<file path="config.mk">
export PLATFORM = sky130hd
export DESIGN_NAME = winograd_output_transform_acc
export DESIGN_NICKNAME = d
export VERILOG_FILES = /design/src/rtl/wino_pkg.sv /design/src/rtl/wino_at_1d.sv /design/src/rtl/winograd_output_transform_acc.sv
export SDC_FILE = /design/constraint.sdc
export NUM_CORES = 2
export LEC_CHECK = 0
export CAP_MARGIN = 5
export CELL_PAD_IN_SITES_DETAIL_PLACEMENT = 0
export CELL_PAD_IN_SITES_GLOBAL_PLACEMENT = 2
export CORE_MARGIN = 3
export CORE_UTILIZATION = 36
export DETAILED_ROUTE_END_ITERATION = 8
export PLACE_DENSITY_LB_ADDON = 0.1
export SLEW_MARGIN = 20
export SYNTH_ARGS = -nofsm -noshare
export SYNTH_HDL_FRONTEND = slang
export SYNTH_SLANG_ARGS = --single-unit
</file>
<file path="constraint.sdc">
create_clock -name clk -period 41.6 [get_ports clk]
set_input_delay 4.16 -clock clk [delete_from_list [all_inputs] [get_ports clk]]
set_output_delay 4.16 -clock clk [all_outputs]
set_load 0.05 [all_outputs]
</file>
<file path="src/rtl/wino_pkg.sv">
// wino_pkg: shared constants, A^T coefficients and wide saturate/round helpers
package wino_pkg;
    localparam int TILE_IN  = 4;
    localparam int TILE_OUT = 2;
    localparam int MAXW     = 64;
    typedef logic signed [MAXW-1:0] wide_t;
    localparam logic signed [1:0] AT [TILE_OUT][TILE_IN] = '{
        '{2'sd1, 2'sd1, 2'sd1, 2'sd0},
        '{2'sd0, 2'sd1, -2'sd1, -2'sd1}
    };
    function automatic wide_t sat(input wide_t v, input int w);
        wide_t hi, lo;
        hi = (wide_t'(1) <<< (w - 1)) - wide_t'(1);
        lo = -hi - wide_t'(1);
        return v > hi ? hi : v < lo ? lo : v;
    endfunction
    // round half up before the arithmetic shift
    function automatic wide_t rshift_round(input wide_t v, input int sh);
        if (sh == 0) return v;
        return (v + (wide_t'(1) <<< (sh - 1))) >>> sh;
    endfunction
endpackage

</file>
<file path="src/rtl/wino_at_1d.sv">
// wino_at_1d: 1-D A^T transform, 4 inputs to (v0+v1+v2, v1-v2-v3) with 2 bits of growth
module wino_at_1d
    import wino_pkg::*;
#(
    parameter int IW = 32
) (
    input  logic signed [IW-1:0] v [TILE_IN],
    output logic signed [IW+1:0] y [TILE_OUT]
);
    always_comb begin
        for (int i = 0; i < TILE_OUT; i++) begin
            y[i] = '0;
            for (int j = 0; j < TILE_IN; j++)
                y[i] = AT[i][j] == 2'sd1 ? y[i] + (IW+2)'(v[j]) :
                       AT[i][j] == -2'sd1 ? y[i] - (IW+2)'(v[j]) : y[i];
        end
    end
endmodule

</file>
<file path="src/rtl/winograd_output_transform_acc.sv">
// winograd_output_transform_acc: accumulates 4x4 M tiles over channels, then
// computes Y = A^T*Macc*A with rounding shift, optional ReLU and saturation.
module winograd_output_transform_acc
    import wino_pkg::*;
#(
    parameter int W     = 16,
    parameter int ACC_W = 32,
    parameter int OW    = 16,
    parameter int SHIFT = 0
) (
    input  logic            clk,
    input  logic            rst,
    input  logic            in_valid,
    output logic            in_ready,
    input  logic            in_last,
    input  logic [16*W-1:0] in_m,
    input  logic            relu_en,
    output logic            out_valid,
    input  logic            out_ready,
    output logic [4*OW-1:0] out_y,
    output logic            acc_ovf
);
    localparam int TW = ACC_W + 2;
    localparam int YW = ACC_W + 4;

    logic signed [ACC_W-1:0] acc     [16];
    logic signed [ACC_W-1:0] acc_nxt [16];
    logic [15:0]             ovf;
    logic signed [W-1:0]     m_el;
    wide_t                   sum;
    wide_t                   rs;
    logic                    first, v1, relu1, in_fire, s1_load, s2_load;
    logic signed [ACC_W-1:0] col   [TILE_IN][TILE_IN];
    logic signed [TW-1:0]    t_col [TILE_IN][TILE_OUT];
    logic signed [TW-1:0]    t1    [TILE_OUT][TILE_IN];
    logic signed [YW-1:0]    y_row [TILE_OUT][TILE_OUT];
    logic [4*OW-1:0]         y_nxt;

    assign s2_load  = v1 && (!out_valid || out_ready);
    assign s1_load  = !v1 || s2_load;
    assign in_ready = s1_load;
    assign in_fire  = in_valid && in_ready;

    // the first tile of a sum replaces the stale accumulator contents
    always_comb begin
        m_el = '0;
        sum  = '0;
        ovf  = '0;
        for (int r = 0; r < 4; r++)
            for (int c = 0; c < 4; c++) begin
                m_el = signed'(in_m[(4*r+c)*W +: W]);
                sum = first ? wide_t'(m_el) : wide_t'(acc[4*r+c]) + wide_t'(m_el);
                acc_nxt[4*r+c] = ACC_W'(sat(sum, ACC_W));
                ovf[4*r+c] = sat(sum, ACC_W) != sum;
                col[c][r] = acc_nxt[4*r+c];
            end
    end

    genvar c, i;
    generate
        for (c = 0; c < TILE_IN; c++) begin : g_col
            wino_at_1d #(.IW(ACC_W)) u_col (.v(col[c]), .y(t_col[c]));
        end
        for (i = 0; i < TILE_OUT; i++) begin : g_row
            wino_at_1d #(.IW(TW)) u_row (.v(t1[i]), .y(y_row[i]));
        end
    endgenerate

    always_comb begin
        y_nxt = '0;
        rs    = '0;
        for (int r = 0; r < TILE_OUT; r++)
            for (int k = 0; k < TILE_OUT; k++) begin
                rs = rshift_round(wide_t'(y_row[r][k]), SHIFT);
                rs = relu1 && rs[MAXW-1] ? '0 : rs;
                y_nxt[(2*r+k)*OW +: OW] = OW'(sat(rs, OW));
            end
    end

    always_ff @(posedge clk) begin
        if (rst) begin
            first     <= 1'b1;
            v1        <= 1'b0;
            out_valid <= 1'b0;
            out_y     <= '0;
            acc_ovf   <= 1'b0;
            for (int k = 0; k < 16; k++) acc[k] <= '0;
        end else begin
            if (in_fire) begin
                acc_ovf <= acc_ovf | (|ovf);
                first   <= in_last;
                if (!in_last)
                    for (int k = 0; k < 16; k++) acc[k] <= acc_nxt[k];
            end
            if (s1_load) begin
                v1    <= in_fire && in_last;
                relu1 <= relu_en;
                for (int r = 0; r < TILE_OUT; r++)
                    for (int k = 0; k < TILE_IN; k++) t1[r][k] <= t_col[k][r];
            end
            if (s2_load) out_y <= y_nxt;
            if (!out_valid || out_ready) out_valid <= v1;
        end
    end
endmodule

</file>
==> results.sh <==
export IMPL_status="finished, final reports clean"
export IMPL_cts_tree="yes"
export IMPL_hold_ws_ns=0.500
export IMPL_drc=0
export IMPL_start_util_pct=36.4
export IMPL_critPathCapture="t1[0][133]$_DFFE_PP_"
export IMPL_yosysTopAreaCell="edfxtp_1"
export IMPL_slew_violations=0
export IMPL_hold_class="reg2reg"
export IMPL_clkLatencyLatePin_ns=0.81
export IMPL_syn_area_per_cell_sq_um=8.98
export IMPL_cts_sinks=853
export IMPL_grt_pass1_vias=73857
export IMPL_die_w_microns=503
export IMPL_multiInputGateArea_sq_um=60100
export IMPL_antenna_found_initial=23
export IMPL_nFillCells=24352
export IMPL_vias=76138
export IMPL_synth_ff_type="edfxtp_1"
export IMPL_slowest_delay_ns=0.98
export IMPL_synth_area_sq_um=88800
export IMPL_p_leak_nw=43.5
export IMPL_synthArstFlopShare_pct=0
export IMPL_synth_edf_count=785
export IMPL_drtIter0Drc=6227
export IMPL_postCtsSetupBuffers=0
export IMPL_cts_root_buf="clkbuf_16"
export IMPL_max_cap_viol_count=0
export IMPL_ys_ff_latch=853
export IMPL_clk_path_buf_depth=3
export IMPL_die_h_microns=503
export IMPL_core_sq_um=244000
export IMPL_htree_levels=3
export IMPL_synth_top_area_share_pct=26.5
export IMPL_grt_max_degree=165
export IMPL_setup_viol=0
export IMPL_io_buffers=328
export IMPL_drt_pass1_iter_count=6
export IMPL_yosys_warnings=0
export IMPL_finalWirelength_mm=355
export IMPL_final_period_utilization_pct=31.5
export IMPL_required_ns=42.13
export IMPL_rsz0062_at_grt="false"
export IMPL_rows=181
export IMPL_p_per_area_nw_per_um2=84.8
export IMPL_dp_hpwl_mm=288
export IMPL_worst_pin_slew_ns=1.29
export IMPL_gp_congestion=0.929
export IMPL_relSlewSlack_pct=12.1
export IMPL_yosys_top_cells_area="edfxtp_1 (27%), ha_1 (13%), fa_1 (9.2%)"
export IMPL_die_area_sq_um=253000
export IMPL_yosysSeqAreaShare_pct=28.1
export IMPL_crit_path_end_kind="flop"
export IMPL_register_area_sq_um=24900
export IMPL_wire_per_inst_microns=26.3
export IMPL_final_nets=11772
export IMPL_startpoint_type="input port"
export IMPL_reg2reg_from="acc[1][32]$_SDFFCE_PN0P_"
export IMPL_globalRouteOverflowTotal=0
export IMPL_avgViaCountPerCell=5.64
export IMPL_max_freq_mhz=76.3
export IMPL_synth_nets=11481
export IMPL_irDropWorstVdd_v=0.0000575
export IMPL_fin_skew_ns=0.0292
export IMPL_cp_max_fo=30
export IMPL_critPathLaunch="in_m[79]"
export IMPL_clk_pin_slew_ns=0.05
export IMPL_area_growth_pct=13.1
export IMPL_numCtsBuffers=120
export IMPL_cts_resized=0
export IMPL_hold_buffers=0
export IMPL_grt_pass1_wl_mm=513
export IMPL_fin_util_pct=41.1
export IMPL_period_needed_ns=13.10
export IMPL_reg2reg_to="t1[0][100]$_DFFE_PP_"
export IMPL_grt_usage_pct=27.5
export IMPL_syn_inst=9891
export IMPL_r2r_slack_ns=32.31
export IMPL_hold_viol=0
export IMPL_ant_nets=0
export IMPL_crit_path_top_delay_cell="nor4b_1"
export IMPL_finalSetupTns_ns=0
export IMPL_cp_arrival_ns=13.63
export IMPL_path_class="in2reg"
export IMPL_fin_ws_ns=28.50
export IMPL_power_total_mw=8.52
export IMPL_place_ws_ns=27.94
export IMPL_crit_top_cell="a21oi_1"
export IMPL_reg2reg_depth=31
export IMPL_ios=329
export IMPL_yosys_cell_types_count=109
export IMPL_drive_above_1_share_pct=4.76
routing by layer:
layer | track usage (%) | vias up | part of all wire [%]
li1 | - | 36411 | -
met1 | 38.5 | 37423 | 46
met2 | 44.2 | 1926 | 45
met3 | 2.96 | 374 | 4.7
met4 | 8.72 | 4 | 3.6
met5 | 0 | - | 0.0039
placed cells by master (no fill, tap or decap), types with 48 or more instances in the layout:
cell | netlist | final
nor2_1 | 1097 | 1095
a21oi_1 | 941 | 938
ha_1 | 920 | 920
edfxtp_1 | 785 | 785
inv_1 | 751 | 749
nand2_1 | 516 | 516
o21ai_0 | 507 | 503
xnor2_1 | 488 | 487
a21o_1 | 456 | 456
fa_1 | 408 | 408
clkdlybuf4s50_1 | 0 | 327
xor2_1 | 249 | 249
o21a_1 | 228 | 228
nand3_1 | 170 | 170
nand2b_1 | 148 | 148
and2_1 | 140 | 140
o21ai_1 | 133 | 135
nor2b_1 | 128 | 127
clkbuf_16 | 0 | 127
o21bai_1 | 124 | 124
nor3_1 | 117 | 117
buf_4 | 3 | 105
a211oi_1 | 97 | 95
nand4_1 | 81 | 81
o211ai_1 | 79 | 79
and3_1 | 79 | 79
a31oi_1 | 80 | 79
dfxtp_1 | 68 | 67
or3_1 | 50 | 50
o31ai_1 | 49 | 48
state kept, by name, indices dropped and copies added (netlist names):
name	cells
t1	272
relu1	1
out_valid	1
v1	1
first	1
acc	512
acc_ovf	1
out_y	64
critical path: cells and delay by family:
family,cells,cell delay (ns)
adder cells (fa/ha/maj),4,1.74
AND/OR/NAND/NOR,6,1.91
XOR/XNOR,1,0.08
buffers and inverters,4,1.46
AO/OA/AOI/OAI,15,4.26
power breakdown:
part	switching [mW]	internal [mW]
clock	0.473	0.675
combinational	3.58	2.26
sequential	0.288	1.24
total	4.34	4.18
how the worst min path moves through the flow:
stage	slack [ns]	end	startpoint	depth (start not counted)
final	0.50	out_y[63]$_SDFFE_PP0P_	out_y[63]$_SDFFE_PP0P_	2
after global routing	0.55	out_y[63]$_SDFFE_PP0P_	out_y[63]$_SDFFE_PP0P_	2
after global placement	0.48	out_y[15]$_SDFFE_PP0P_	out_y[15]$_SDFFE_PP0P_	2
after floorplan	0.50	out_valid$_SDFFE_PP0P_	v1$_SDFFE_PP0N_	2
after detailed placement	0.49	out_y[15]$_SDFFE_PP0P_	out_y[15]$_SDFFE_PP0P_	2
after CTS	0.51	out_y[15]$_SDFFE_PP0P_	out_y[15]$_SDFFE_PP0P_	2
logic make-up after synthesis:
family                     after synthesis  synth area share (%)
AOI/OAI and AO/OA                     3134                  22.6
and+or+nand+nor                       2718                  14.5
adders and majority gates             1369                  22.6
buffers and inverters                 1037                  4.43
DFF                                    853                  28.1
xor gates and xnor gates               737                  7.27
muxes                                   43                 0.508
synthesized netlist by cell type (35+ instances only):
| library cell | n |
|---|---|
| a21o_1 | 456 |
| nand2b_1 | 148 |
| nor2b_1 | 128 |
| and3_1 | 79 |
| a211oi_1 | 97 |
| nor2_1 | 1097 |
| xor2_1 | 249 |
| a31oi_1 | 80 |
| or3_1 | 50 |
| nand4_1 | 81 |
| clkbuf_1 | 231 |
| ha_1 | 920 |
| o31ai_1 | 49 |
| fa_1 | 408 |
| nand2_1 | 516 |
| xnor2_1 | 488 |
| o21a_1 | 228 |
| a211o_1 | 36 |
| a21oi_1 | 941 |
| o211ai_1 | 79 |
| dfxtp_1 | 68 |
| inv_1 | 751 |
| o21ai_0 | 507 |
| nand3_1 | 170 |
| maj3_1 | 41 |
| and2_1 | 140 |
| o21bai_1 | 124 |
| nor3_1 | 117 |
| or2_2 | 35 |
| edfxtp_1 | 785 |
| o21ai_1 | 133 |
final cells by class:
cell class                 instances  area share (%)
antenna                           14          0.0349
clock buffer                     145            3.28
clock inverter                    85            1.01
inverter                         767            2.87
multi-input combinational       8001            59.8
sequential                       853            24.8
tap                             3202            3.99
timing repair buffer             439            4.16
metrics by stage:
step | cells | instance area [sq um]
6_report | 13506 | 100000
2_1_floorplan | 9891 | 88800
3_5_place_dp | 13262 | 96100
3_3_place_gp | 13261 | 96100
5_1_grt | 13497 | 100000
4_1_cts | 13492 | 100000
(Power assumes the default switching activity.)
